## src/rtl/video_pkg.sv

```systemverilog
// video_pkg: constants and FSM encoding shared by the video fetch path.
// Provides the byte slice width, fetch FSM states and default frame size.
package video_pkg;

    localparam int SLICE_WIDTH     = 8;
    localparam int FRAME_BYTES_DEF = 19200;

    typedef enum logic [2:0] {
        IDLE,
        REQ,
        WAIT,
        LOAD,
        DRAIN
    } fetch_state_t;

endpackage

```

## src/rtl/fetch_addr_gen.sv

```systemverilog
// fetch_addr_gen: frame-memory byte address counter wrapping at FRAME_BYTES.
// Ports: clk/rst, inc (advance), clr (restart at 0), addr, frame_done pulse.
module fetch_addr_gen
    import video_pkg::*;
#(
    parameter int ADDR_W      = 15,
    parameter int FRAME_BYTES = FRAME_BYTES_DEF
) (
    input  logic              clk,
    input  logic              rst,
    input  logic              inc,
    input  logic              clr,
    output logic [ADDR_W-1:0] addr,
    output logic              frame_done
);

    logic [ADDR_W-1:0] addr_q;
    logic [ADDR_W-1:0] addr_d;
    logic              frame_done_q;
    logic              frame_done_d;
    logic              last;

    assign last = (addr_q == ADDR_W'(FRAME_BYTES - 1));

    // clr wins over inc so a restart never reports a finished frame
    always_comb begin
        addr_d       = addr_q;
        frame_done_d = 1'b0;
        if (clr) begin
            addr_d = '0;
        end else if (inc) begin
            frame_done_d = last;
            addr_d       = last ? '0 : addr_q + ADDR_W'(1);
        end
    end

    always_ff @(posedge clk or posedge rst) begin
        if (rst) begin
            addr_q       <= '0;
            frame_done_q <= 1'b0;
        end else begin
            addr_q       <= addr_d;
            frame_done_q <= frame_done_d;
        end
    end

    assign addr       = addr_q;
    assign frame_done = frame_done_q;

endmodule

```

## src/rtl/video_fetch.sv

```systemverilog
// video_fetch: reads pixel bytes from frame memory and packs BSIZE of them
// into one word, strobed into the pixel line buffer with a load pulse.
// Ports: clk25MHz/rst, en, frame_start, full/watermark_on from the buffer,
// data/load to the buffer, mem_rd/mem_addr/mem_rdata(_valid) to memory,
// frame_done when the last frame byte is accepted.
module video_fetch
    import video_pkg::*;
#(
    parameter int BSIZE       = 2,
    parameter int ADDR_W      = 15,
    parameter int FRAME_BYTES = FRAME_BYTES_DEF
) (
    input  logic                         clk25MHz,
    input  logic                         rst,
    input  logic                         en,
    input  logic                         frame_start,
    input  logic                         full,
    input  logic                         watermark_on,
    output logic [BSIZE*SLICE_WIDTH-1:0] data,
    output logic                         load,
    output logic                         mem_rd,
    output logic [ADDR_W-1:0]            mem_addr,
    input  logic [SLICE_WIDTH-1:0]       mem_rdata,
    input  logic                         mem_rdata_valid,
    output logic                         frame_done
);

    localparam int DW    = BSIZE * SLICE_WIDTH;
    localparam int CNT_W = $clog2(BSIZE + 1);

    fetch_state_t     state_q;
    fetch_state_t     state_d;
    logic [DW-1:0]    pack_q;
    logic [DW-1:0]    pack_d;
    logic [DW-1:0]    data_q;
    logic [DW-1:0]    data_d;
    logic [CNT_W-1:0] byte_cnt_q;
    logic [CNT_W-1:0] byte_cnt_d;
    logic             load_q;
    logic             load_d;
    logic             mem_rd_q;
    logic             mem_rd_d;
    logic             take;
    logic             last_byte;
    logic             trigger;
    logic             addr_inc;

    assign take      = (state_q == WAIT) && mem_rdata_valid;
    assign last_byte = (byte_cnt_q == CNT_W'(BSIZE - 1));
    assign trigger   = en && (!full || watermark_on);

    always_ff @(posedge clk25MHz or posedge rst) begin
        if (rst) begin
            state_q <= IDLE;
        end else begin
            state_q <= state_d;
        end
    end

    // REQ and LOAD are left only once their strobe has actually been
    // issued; with en low they park until the strobe can go out.
    always_comb begin
        state_d = state_q;
        unique case (state_q)
            IDLE: begin
                if (!frame_start && trigger) state_d = REQ;
            end
            REQ: begin
                if (frame_start)   state_d = IDLE;
                else if (mem_rd_q) state_d = WAIT;
            end
            WAIT: begin
                if (frame_start) begin
                    state_d = mem_rdata_valid ? IDLE : DRAIN;
                end else if (mem_rdata_valid) begin
                    state_d = last_byte ? LOAD : REQ;
                end
            end
            LOAD: begin
                if (frame_start || load_q) state_d = IDLE;
            end
            DRAIN: begin
                if (mem_rdata_valid) state_d = IDLE;
            end
            default: state_d = IDLE;
        endcase
    end

    always_comb begin
        pack_d     = pack_q;
        byte_cnt_d = byte_cnt_q;
        addr_inc   = 1'b0;
        if (frame_start) begin
            pack_d     = '0;
            byte_cnt_d = '0;
        end else if (take) begin
            pack_d     = (pack_q << SLICE_WIDTH) | DW'(mem_rdata);
            byte_cnt_d = last_byte ? '0 : byte_cnt_q + CNT_W'(1);
            addr_inc   = 1'b1;
        end
        // strobes are registered on entry so they coincide with the state
        mem_rd_d = (state_d == REQ) && en;
        load_d   = (state_d == LOAD) && en;
        data_d   = load_d ? pack_d : data_q;
    end

    always_ff @(posedge clk25MHz or posedge rst) begin
        if (rst) begin
            pack_q     <= '0;
            data_q     <= '0;
            byte_cnt_q <= '0;
            load_q     <= 1'b0;
            mem_rd_q   <= 1'b0;
        end else begin
            pack_q     <= pack_d;
            data_q     <= data_d;
            byte_cnt_q <= byte_cnt_d;
            load_q     <= load_d;
            mem_rd_q   <= mem_rd_d;
        end
    end

    fetch_addr_gen #(
        .ADDR_W      (ADDR_W),
        .FRAME_BYTES (FRAME_BYTES)
    ) u_addr (
        .clk        (clk25MHz),
        .rst        (rst),
        .inc        (addr_inc),
        .clr        (frame_start),
        .addr       (mem_addr),
        .frame_done (frame_done)
    );

    assign data   = data_q;
    assign load   = load_q;
    assign mem_rd = mem_rd_q;

endmodule

```

## config.mk

```make
export PLATFORM = sky130hd
export DESIGN_NAME = video_fetch
export DESIGN_NICKNAME = d
export VERILOG_FILES = /design/src/rtl/video_pkg.sv /design/src/rtl/fetch_addr_gen.sv /design/src/rtl/video_fetch.sv
export SDC_FILE = /design/constraint.sdc
export NUM_CORES = 1
export LEC_CHECK = 0
export ABC_AREA = 1
export CAP_MARGIN = 20
export CELL_PAD_IN_SITES_DETAIL_PLACEMENT = 1
export CELL_PAD_IN_SITES_GLOBAL_PLACEMENT = 2
export CORE_MARGIN = 8
export CORE_UTILIZATION = 27
export CTS_CLUSTER_SIZE = 14
export DETAILED_ROUTE_END_ITERATION = 10
export GPL_TIMING_DRIVEN = 1
export PLACE_DENSITY = 0.77
export RECOVER_POWER = 100
export SETUP_SLACK_MARGIN = 0.5
export SYNTH_ARGS = -nofsm -noshare
export SYNTH_HDL_FRONTEND = slang
export SYNTH_SLANG_ARGS = --single-unit
```

## constraint.sdc

```tcl
create_clock -name clk25MHz -period 1.6 [get_ports clk25MHz]
set_input_delay 0.32 -clock clk25MHz [delete_from_list [all_inputs] [get_ports clk25MHz]]
set_output_delay 0.32 -clock clk25MHz [all_outputs]
set_load 0.1 [all_outputs]
```

==> results by group <==
Outcome
  • Status: complete, no violations

Synthesis
  • Main synth FF type: dfrtp_1
  • Synthesized net count: 328
  • Syn avg cell area: ~8.3 sq um
  • YS warnings: 0
  • Mapped Cells: 312
  • Synth Register Bits: between 50 and 60
  • Number of flops mapped to enable cells by yosys: 0
  • Post-synthesis sequential area ratio: 52.8%
  • Yosys cell types: 29
  • Cell Area, Synth: 2600 sq um
  • Async set-reset flop share out of synthesis: 100%

Global routing
  • Total GRT Usage: 14.0%
  • Global-route wire length before repair: 14,700 um
  • Vias in the first global route: 2,898
  • Largest net degree at the start of global routing: 56
  • Initial antenna violation count: 0
  • Total gr overflow: 0

STA
  • Worst-Margin Slew: around 0.81 ns
  • Setup Viol. Count Final: 0
  • Final setup TNS: 0 ns
  • Final slew viol count: 0
  • Final min period: 1.54 ns
  • FMAX: 0.650 GHz
  • Slew margin rel.: 46.2%
  • Final Skew: 0.0103 ns
  • Final worst path period share: 96.1%
  • RSZ-0062 raised after global routing: yes
  • Setup ws final: 0.0626 ns
  • Hold Vio Cnt, Final: 0

Worst setup path
  • Worst setup EP type: register
  • CP Max Fanout: 8
  • Data required, critical path: approximately 1.8 ns
  • Kind of critical path: reg -> reg
  • Critical Path AT: 1.75 ns
  • R2R depth: 9
  • R2r setup slk: 0.06 ns
  • Launching point of the worst reg2reg path: state_q[1]$_DFF_PP0_
  • Setup crit start kind: register
  • FF-to-FF End: data[15]$_DFFE_PP0P_

Power
  • Worst vdd rail ir drop: 0.428 mV
  • Static leakage: approximately 2.1 nW
  • Power density over cell area: about 540 nW/um^2

Layout
  • Nets@finish: 451
  • Fillers: 1,049
  • Layout cells sized above 1: 57.3%
  • Area growth syn-to-layout: 85.7%
  • Antenna diode count: 0

Job
  • Max Cap Violations: 0

Clock tree
  • Clock buffer depth: 2
  • Clk root buf: clkbuf_8
  • Clock-pin slew on the worst setup and hold paths: 0.10 ns
  • CTS buffer count: 5
  • Worst skew pair latency: 0.32 ns
  • CTS tree: yes
  • H-tree level count: 2
  • # clock sinks: 55
  • CTS Hold Bufs: 0

Placement
  • Post-DP HPWL: 5730 um
  • Pre-CTS WS: -0.223 ns
  • # port buffers: 48
  • Placer congestion estimate: 0.780

Die
  • Num rows: 36
  • Die area: 13,000 sq um
  • Starting Density: 27.3%
  • Die X: 114 um
  • IO Pins: 49
  • Core ar.: 9550 sq um
  • Die height: 114 um

Route
  • Post-route DRC: 0
  • Via density: 4.59
  • WL/cell: 16.2 um
  • Vias: about 2,600
  • WL final: just over 9000 um
  • Detail Route Antenna Nets: 0
  • Iteration-0 DRC Markers: 45
  • First-pass DRT Iterations: 4

Min path
  • HP Class: in -> reg
  • Hold Path Cell Cnt: 2
  • Hold EP: state_q[2]$_DFF_PP0_
  • Hold path startpoint: mem_rdata_valid
==> through the flow <==
step	instance area [sq um]	hold WS [ns]	util [%]	total power, W	std cells
floorplan	2850	0.394	-	0.00156	312
CTS	4540	0.424	47.6	0.00262	550
global route	4840	0.464	50.7	0.00272	569
finish	4840	0.423	50.7	0.00261	569
global placement	3960	0.472	41.4	0.00166	508
detailed placement	3960	0.487	41.4	0.00167	508
==> synthesized netlist by cell type, types with 2 or more instances <==
library cell,instances,area share (%)
inv_2,3,0.43
a21oi_1,2,0.38
nand4_1,9,2.2
xor2_1,5,1.7
nor2_2,2,0.48
buf_2,3,0.58
nand2_2,2,0.48
o21ai_0,8,1.5
buf_6,2,0.86
nand2_1,95,14
nor2_4,3,1.3
nor2_1,23,3.3
nor3_1,2,0.38
o22ai_1,4,0.96
inv_1,22,3.2
nand3_1,58,11
buf_4,3,0.86
dfrtp_1,55,53
==> layer usage <==
layer / vias to the layer above / wire length [um] / track usage, %
met5: - / 0 / 0
met4: 0 / 149 / 2.75
met3: 11 / 279 / 3.01
met2: 40 / 4980 / 26.1
met1: 1295 / 3790 / 16.0
li1: 1268 / - / -
==> cell usage in the layout, fill, tap and decap left out, types with 2 or more instances in the layout <==
cell and n:
buf_6 18, buf_8 3, nand3_4 3, buf_12 38, clkdlybuf4s50_1 10, nand3_1 30
dlygate4sd2_1 3, nand2_8 4, dfrtp_1 19, clkbuf_8 6, inv_1 15, o22ai_2 4
dfrtp_2 22, nand2_1 68, o21ai_1 5, inv_2 8, xor2_1 5, dfrtp_4 14
buf_4 50, nand4_1 9, nor2_1 15, nor2_4 8, a21oi_1 2, nor2_2 5
o21ai_2 3, nand2_2 25, nand3_2 27, nand2_4 3
==> how the worst max path moves through the flow <==
stage	from	to	depth (start not counted)
detailed placement	mem_rdata_valid	data[3]$_DFFE_PP0P_	8
CTS	state_q[1]$_DFF_PP0_	data[3]$_DFFE_PP0P_	9
floorplan	u_addr.addr[0]$_DFFE_PP0P_	u_addr.addr[14]$_DFFE_PP0P_	10
finish	state_q[1]$_DFF_PP0_	data[15]$_DFFE_PP0P_	9
global placement	mem_rdata_valid	data[6]$_DFFE_PP0P_	8
global route	state_q[1]$_DFF_PP0_	data[15]$_DFFE_PP0P_	9
==> registers in the layout, summed over array words and instances, names as in the netlist <==
register	flops
pack_q	16
mem_rd	1
byte_cnt_q	2
state_q	3
load	1
u_addr.frame_done	1
u_addr.addr	15
data	16
==> what timing repair did <==
item	CTS	global route
cloned	4	1
pin swaps	35	23
resized for setup	56	41
setup endpoints to repair	89	89
setup buffers	30	18
==> worst max-delay path, stage by stage (launching register included) <==
cell and delay (ns):
dfrtp_2 0.48, buf_4 0.15, nand3_2 0.09, nor2_4 0.21
buf_4 0.17, nor2_4 0.04, nand2_1 0.07, nand2_1 0.10
nand3_2 0.08, nand2_1 0.04
==> cell type report <==
class | instances | area, sq um | area share [%]
multi-input cells | 224 | 1480 | 30.7
repair buffers | 124 | 1530 | 31.6
clock buffers | 6 | 82.6 | 1.71
well taps | 133 | 166 | 3.44
inverters | 25 | 100 | 2.07
flip-flops and latches | 55 | 1460 | 30.1
clock inverters | 2 | 20.0 | 0.414
==> cells by family after synthesis <==
| kind of cell | synth area share, % |
|---|---|
| buffers and inverters | 6.20 |
| AOI/OAI and AO/OA | 3.75 |
| xor gates and xnor gates | 2.02 |
| adders and majority gates | 0.480 |
| and+or+nand+nor | 34.7 |
| DFF | 52.8 |
==> power breakdown <==
part           internal, W  total (W)  switching (W)  leakage [nW]
Combinational     0.000144   0.000327       0.000183          1.34
Sequential         0.00140    0.00141     0.00000904         0.702
Clock             0.000367   0.000880       0.000514        0.0533
Total              0.00191    0.00261       0.000706          2.10
Note: power is estimated with default switching activity, not from simulation.
==> variant 1, RTL diff (same settings) <==
Make the reset (`rst`) synchronous in 3 clocked blocks.
--- a/src/rtl/fetch_addr_gen.sv
+++ b/src/rtl/fetch_addr_gen.sv
@@ -34,7 +34,7 @@
         end
     end
 
-    always_ff @(posedge clk or posedge rst) begin
+    always_ff @(posedge clk) begin
         if (rst) begin
             addr_q       <= '0;
             frame_done_q <= 1'b0;
--- a/src/rtl/video_fetch.sv
+++ b/src/rtl/video_fetch.sv
@@ -49,7 +49,7 @@
     assign last_byte = (byte_cnt_q == CNT_W'(BSIZE - 1));
     assign trigger   = en && (!full || watermark_on);
 
-    always_ff @(posedge clk25MHz or posedge rst) begin
+    always_ff @(posedge clk25MHz) begin
         if (rst) begin
             state_q <= IDLE;
         end else begin
@@ -104,7 +104,7 @@
         data_d   = load_d ? pack_d : data_q;
     end
 
-    always_ff @(posedge clk25MHz or posedge rst) begin
+    always_ff @(posedge clk25MHz) begin
         if (rst) begin
             pack_q     <= '0;
             data_q     <= '0;
Check against the original RTL: differs if rst is asserted again (counterexample within 4 cycles, from zero or initial values and one cycle with rst high); with rst held inactive, the same outputs for 10 cycles.
==> variant 1 against the unedited design <==
Worst hold slack gained 0.059 ns; combinational power decreased by 32%; utilization down 6.0 points; clock power increased by 7.0%; sequential share of layout area decreased by 2.3 points; sequential power is 5% lower; worst setup slack improved by 0.041 ns; sequential cell count stayed put; power decreased by 4.1%; design area shrank 11%; wire length is 2.7% lower; synthesized area up 0.48%.
==> variant 1: results (changes against the unedited design) <==
cp_slowest_cell: "dfxtp_4"
hp-class: "flip-flop to flip-flop"
drive_gt1_share_pct: 46.6  # -11 points
cp_max_fo: 6  # -2
drt_iter0_drc: 50  # +11%
outcome: "finished clean"
gr-usage-met1_pct: 14.1  # -1.9 points
vdd_drop_max_mv: 0.312  # -27%
vias: 2733  # +4.6%
cts_buffer_depth: 2  # unchanged
ys_warn_count: 0  # unchanged
grt_pass1_vias: 2828  # -2.4%
antenna_found_initial: 0  # unchanged
dr.pass1.iters: 4  # unchanged
maxUsedRoutingLayer: "met4"
clk_pin_slew_worst_paths_ns: 0.10  # about the same
globalRouteMet2Util_pct: 24.5  # -1.6 points
drt-met1-wl_microns: 3600  # -4.8%
grt_pass1_wl_microns: 13700  # -6.9%
crit_family: "simple AND/OR/NAND/NOR gates"
yosysSeqAreaShare_pct: 42.1  # -11 points
io_buffers: 48  # unchanged
postSynth.asyncResetShare_pct: 0  # -100 points
max_freq_mhz: 668  # +2.7%
cts_buffers: 5  # unchanged
met3_usage_pct: 2.74  # -0.26 points
gp_congestion: 0.724  # -7.1%
synth_area_leaders: "dfxtp_1 42%, nand2_1 11%, nor2_1 11%"
placed_cells: 576  # +13%
insertion_delay_ns: 0.31
final_cells: 614  # +7.9%
wl_per_cell_microns: 14.6  # -9.8%
grt.total_usage_pct: 12.9  # -1.1 points
cpPeakStageDelay_ns: 0.41  # -0.07 ns
tightest_slew_ns: 0.546  # -0.261 ns
ys_types: 30  # +3.4%
layout.nets: 496  # +10%
wl_met2_microns: 4950  # -0.54%
crit_arrival_ns: 1.75  # about the same
grt_start_max_net_pins: 20  # -64%
fillCellCount: 1180  # +12%
h-tree-depth: 2  # unchanged
synth_common_cells: "80 x nand2_1, 79 x nor2_1, 55 x dfxtp_1, 48 x inv_1, 44 x nand3_1"
wl_met3_microns: 305  # +9.3%
clock-root-buffer: "clkbuf_8"
syn_avg_cell_area_sq_um: 6.91  # -17%
post-dp-hpwl_microns: 6090  # +6.1%
diodes: 0  # unchanged
power.leakage_uw: 0.00182  # -13%
syn_nets: 395  # +20%
finClkSkew_ns: 0.00613  # -0.00419 ns
## variant 1: worst min-delay path, cell delays in order (launching register included)
cell and delay [ns]:
dfxtp_2 0.34, nor2_1 0.04, nor2_1 0.08
## variant 1: logic make-up (layout without fill, tap and decap cells)
kind of cell	after synthesis	count (layout)	share of synthesized area, %
compound gates	14	14	2.92
xor+xnor	2	2	0.669
flops	55	55	42.1
fa+ha+maj	1	1	0.478
buf+inv	64	165	10.4
simple gates	243	244	43.5
## variant 1: final cells by class
class,instances,share of cell area (%)
multi-input cells,261,38.6
flip-flops and latches,55,27.8
repair buffers,102,21.9
inverters,54,5.14
well taps,133,3.88
clock buffers,5,1.61
clock inverters,3,0.905
repair inverters,1,0.204
## variant 1: report_power, final
group | internal, uW | total [uW] | switching, uW
Clock | 460 | 942 | 482
Combinational | 94.7 | 222 | 127
Sequential | 1340 | 1340 | 3.46
Total | 1890 | 2510 | 613
## variant 1: path summary, 6_finish.rpt
kind / startpoint / end / slack, ns / depth (start not counted)
worst max-delay path: state_q[1] / data[1] / 0.10 / 9
worst min-delay path: data[0] / data[0] / 0.48 / 2
worst max register to register: state_q[1] / data[1] / 0.10 / 9
worst min register to register: data[0] / data[0] / 0.48 / 2
## variant 1: what timing repair did
item / CTS / global route
resized for setup: 29 / 53
setup buffers: 20 / 7
pin swaps: 13 / 17
gates cloned: 0 / 3
endpoints found under the setup margin: 88 / 87
## variant 1: per-stage QoR
step | setup TNS, ns | cell area, sq um | worst slack, ns | util (%)
4_1_cts | 0 | 4460 | 0.144 | 46.5
2_1_floorplan | 0 | 2910 | 0.0467 | -
6_report | 0 | 4280 | 0.103 | 44.7
5_1_grt | 0 | 4280 | 0.0384 | 44.7
3_3_place_gp | -7.83 | 4090 | -0.263 | 42.6
3_5_place_dp | -8.19 | 4090 | -0.269 | 42.6
==> variant 2, RTL diff (same flow settings) <==
Without the edit above. The parameter `BSIZE` goes from 2 to 4.
--- a/src/rtl/video_fetch.sv
+++ b/src/rtl/video_fetch.sv
@@ -6,7 +6,7 @@
 module video_fetch
     import video_pkg::*;
 #(
-    parameter int BSIZE       = 2,
+    parameter int BSIZE       = 4,
     parameter int ADDR_W      = 15,
     parameter int FRAME_BYTES = FRAME_BYTES_DEF
 ) (
Interface: changed (resized data); port bits go from 49 to 65. No check against the original RTL was run, so the function may have changed too.
==> variant 2 against the unedited design <==
Clock power grew to 2.5 times the old value; sequential cell count up 33; maximum frequency down 1.3%; synthesized area is 53% higher; design area rose by 51%; power rose by 86%; wire length up 45%; worst setup slack worse by 0.020 ns; count of clock-buffer cells in the layout is 5 higher; critical path type unchanged; critical endpoint is now u_addr.addr[1]; largest cell class is now flip-flops and latches.
==> variant 2: results (changes against the unedited design) <==
drt_iter0_drc: 194  # +330%
finalWirelength_microns: 13400  # +45%
crit_arrival_ns: 1.83  # +0.08 ns
hp-class: "flip-flop to flip-flop"
p_sw_share_pct: 24.4  # -2.6 points
h-tree-depth: 3  # +1
syn_avg_cell_area_sq_um: 8.54  # +2.3%
io_buffers: 64  # +33%
drive_gt1_share_pct: 59.1  # +1.7 points
relSlewSlack_pct: 64.5  # +18 points
grt_pass1_vias: 4008  # +38%
endpoint_kind: "flip-flop"
postSynth.asyncResetShare_pct: 100  # unchanged
clk_pin_slew_worst_paths_ns: 0.07  # -0.03 ns
diodes: 0  # unchanged
timing.rr.end: "u_addr.addr[1]"
wl_per_cell_microns: 17.0  # +5.4%
dr.pass1.iters: 4  # unchanged
grt_start_max_net_pins: 70  # +25%
rr_worst_depth: 8  # -1
layout.nets: 613  # +36%
viasPerCell: 4.79  # +4.3%
ys_warn_count: 0  # unchanged
yosysSeqAreaShare_pct: 55.3  # +2.5 points
synth_common_cells: "150 x nand2_1, 110 x nand3_1, 88 x dfrtp_1, 23 x inv_1, 22 x nor2_1"
clock-root-buffer: "clkbuf_16"
outcome: "finished clean"
ys_types: 27  # -6.9%
crit_path_start_kind: "flip-flop"
cts_buffers: 9  # +4
synth_area_leaders: "dfrtp_1 55%, nand2_1 14%, nand3_1 14%"
power.leakage_uw: 0.00324  # +54%
post-dp-hpwl_microns: 8240  # +44%
placed_cells: 723  # +42%
cp_max_fo: 8  # unchanged
place_area_sq_um: 5960  # +51%
cts_buffer_depth: 2  # unchanged
ff2ff_setup_slack_ns: 0.04  # -0.02 ns
syn_nets: 483  # +47%
synthFlopType: "dfrtp_1"
insertion_delay_ns: 0.34  # +0.02 ns
grt_pass1_wl_microns: 20900  # +42%
grt.total_usage_pct: 13.9  # -0.097 points
gp_congestion: 0.786  # +0.82%
vdd_drop_max_mv: 0.422  # -1.5%
finClkSkew_ns: 0.00621  # -0.00411 ns
==> variant 2: how the worst min path moves through the flow <==
stage / slack [ns] / depth (start not counted) / endpoint / from
6_report: 0.51 / 2 / byte_cnt_q[2] / byte_cnt_q[2]
2_1_floorplan: 0.41 / 1 / state_q[2] / mem_rdata_valid
5_1_grt: 0.53 / 2 / byte_cnt_q[2] / byte_cnt_q[2]
4_1_cts: 0.43 / 3 / u_addr.addr[3] / rst
3_5_place_dp: 0.49 / 2 / byte_cnt_q[2] / byte_cnt_q[2]
3_3_place_gp: 0.49 / 2 / byte_cnt_q[2] / byte_cnt_q[2]
==> variant 2: logic make-up after synthesis <==
| logic type | Yosys count | share of synthesized area (%) |
|---|---|---|
| fa+ha+maj | 2 | 0.629 |
| simple gates | 298 | 33.2 |
| xor+xnor | 7 | 1.54 |
| flops | 88 | 55.3 |
| compound gates | 16 | 2.33 |
| buf+inv | 55 | 6.98 |
==> variant 2: layout make-up <==
cell class | count | area [sq um]
repair buffers | 142 | 2130
multi-input cells | 324 | 2230
inverters | 31 | 130
clock buffers | 11 | 243
clock inverters | 5 | 63.8
fillers | 1543 | 7160
flip-flops and latches | 88 | 2290
well taps | 184 | 230
==> variant 2: metal layers <==
metal | track usage, % | wire, microns
met2 | 22.6 | 6660
met1 | 18.0 | 6020
met4 | 3.80 | 165
met5 | 0 | 0
met3 | 3.39 | 521
==> variant 2: power by group through the flow <==
stage / registers (uW) / logic, uW / clock network (uW)
floorplan: 2300 / 155 / 0
global placement: 2280 / 334 / 0
detailed placement: 2280 / 342 / 0
CTS: 2240 / 377 / 2260
global route: 2240 / 444 / 2330
finish: 2240 / 415 / 2200
==> variant 2: through the flow <==
step	hold WS, ns	total power (uW)	setup slack (ns)
after floorplan	0.405	2460	0.0286
after global placement	0.485	2620	-0.257
after detailed placement	0.489	2630	-0.296
after CTS	0.434	4880	0.0986
after global routing	0.526	5020	-0.0429
final	0.508	4860	0.0430
==> variant 2: timing repair <==
action                                  in CTS  in global routing
pin swaps                                   27                 32
cloned                                       6                  1
endpoints found under the setup margin     138                138
gates resized for setup                     70                 79
setup buffers                               29                 10
hold buffers                                 0                  0
==> variant 2: critical path: stages, from the launching register on <==
cell	delay, ns
dfrtp_2	0.48
nand3_2	0.11
nor2_4	0.04
buf_12	0.15
buf_6	0.12
nor2_4	0.25
clkbuf_16	0.22
nand2_1	0.05
nand2_1	0.05
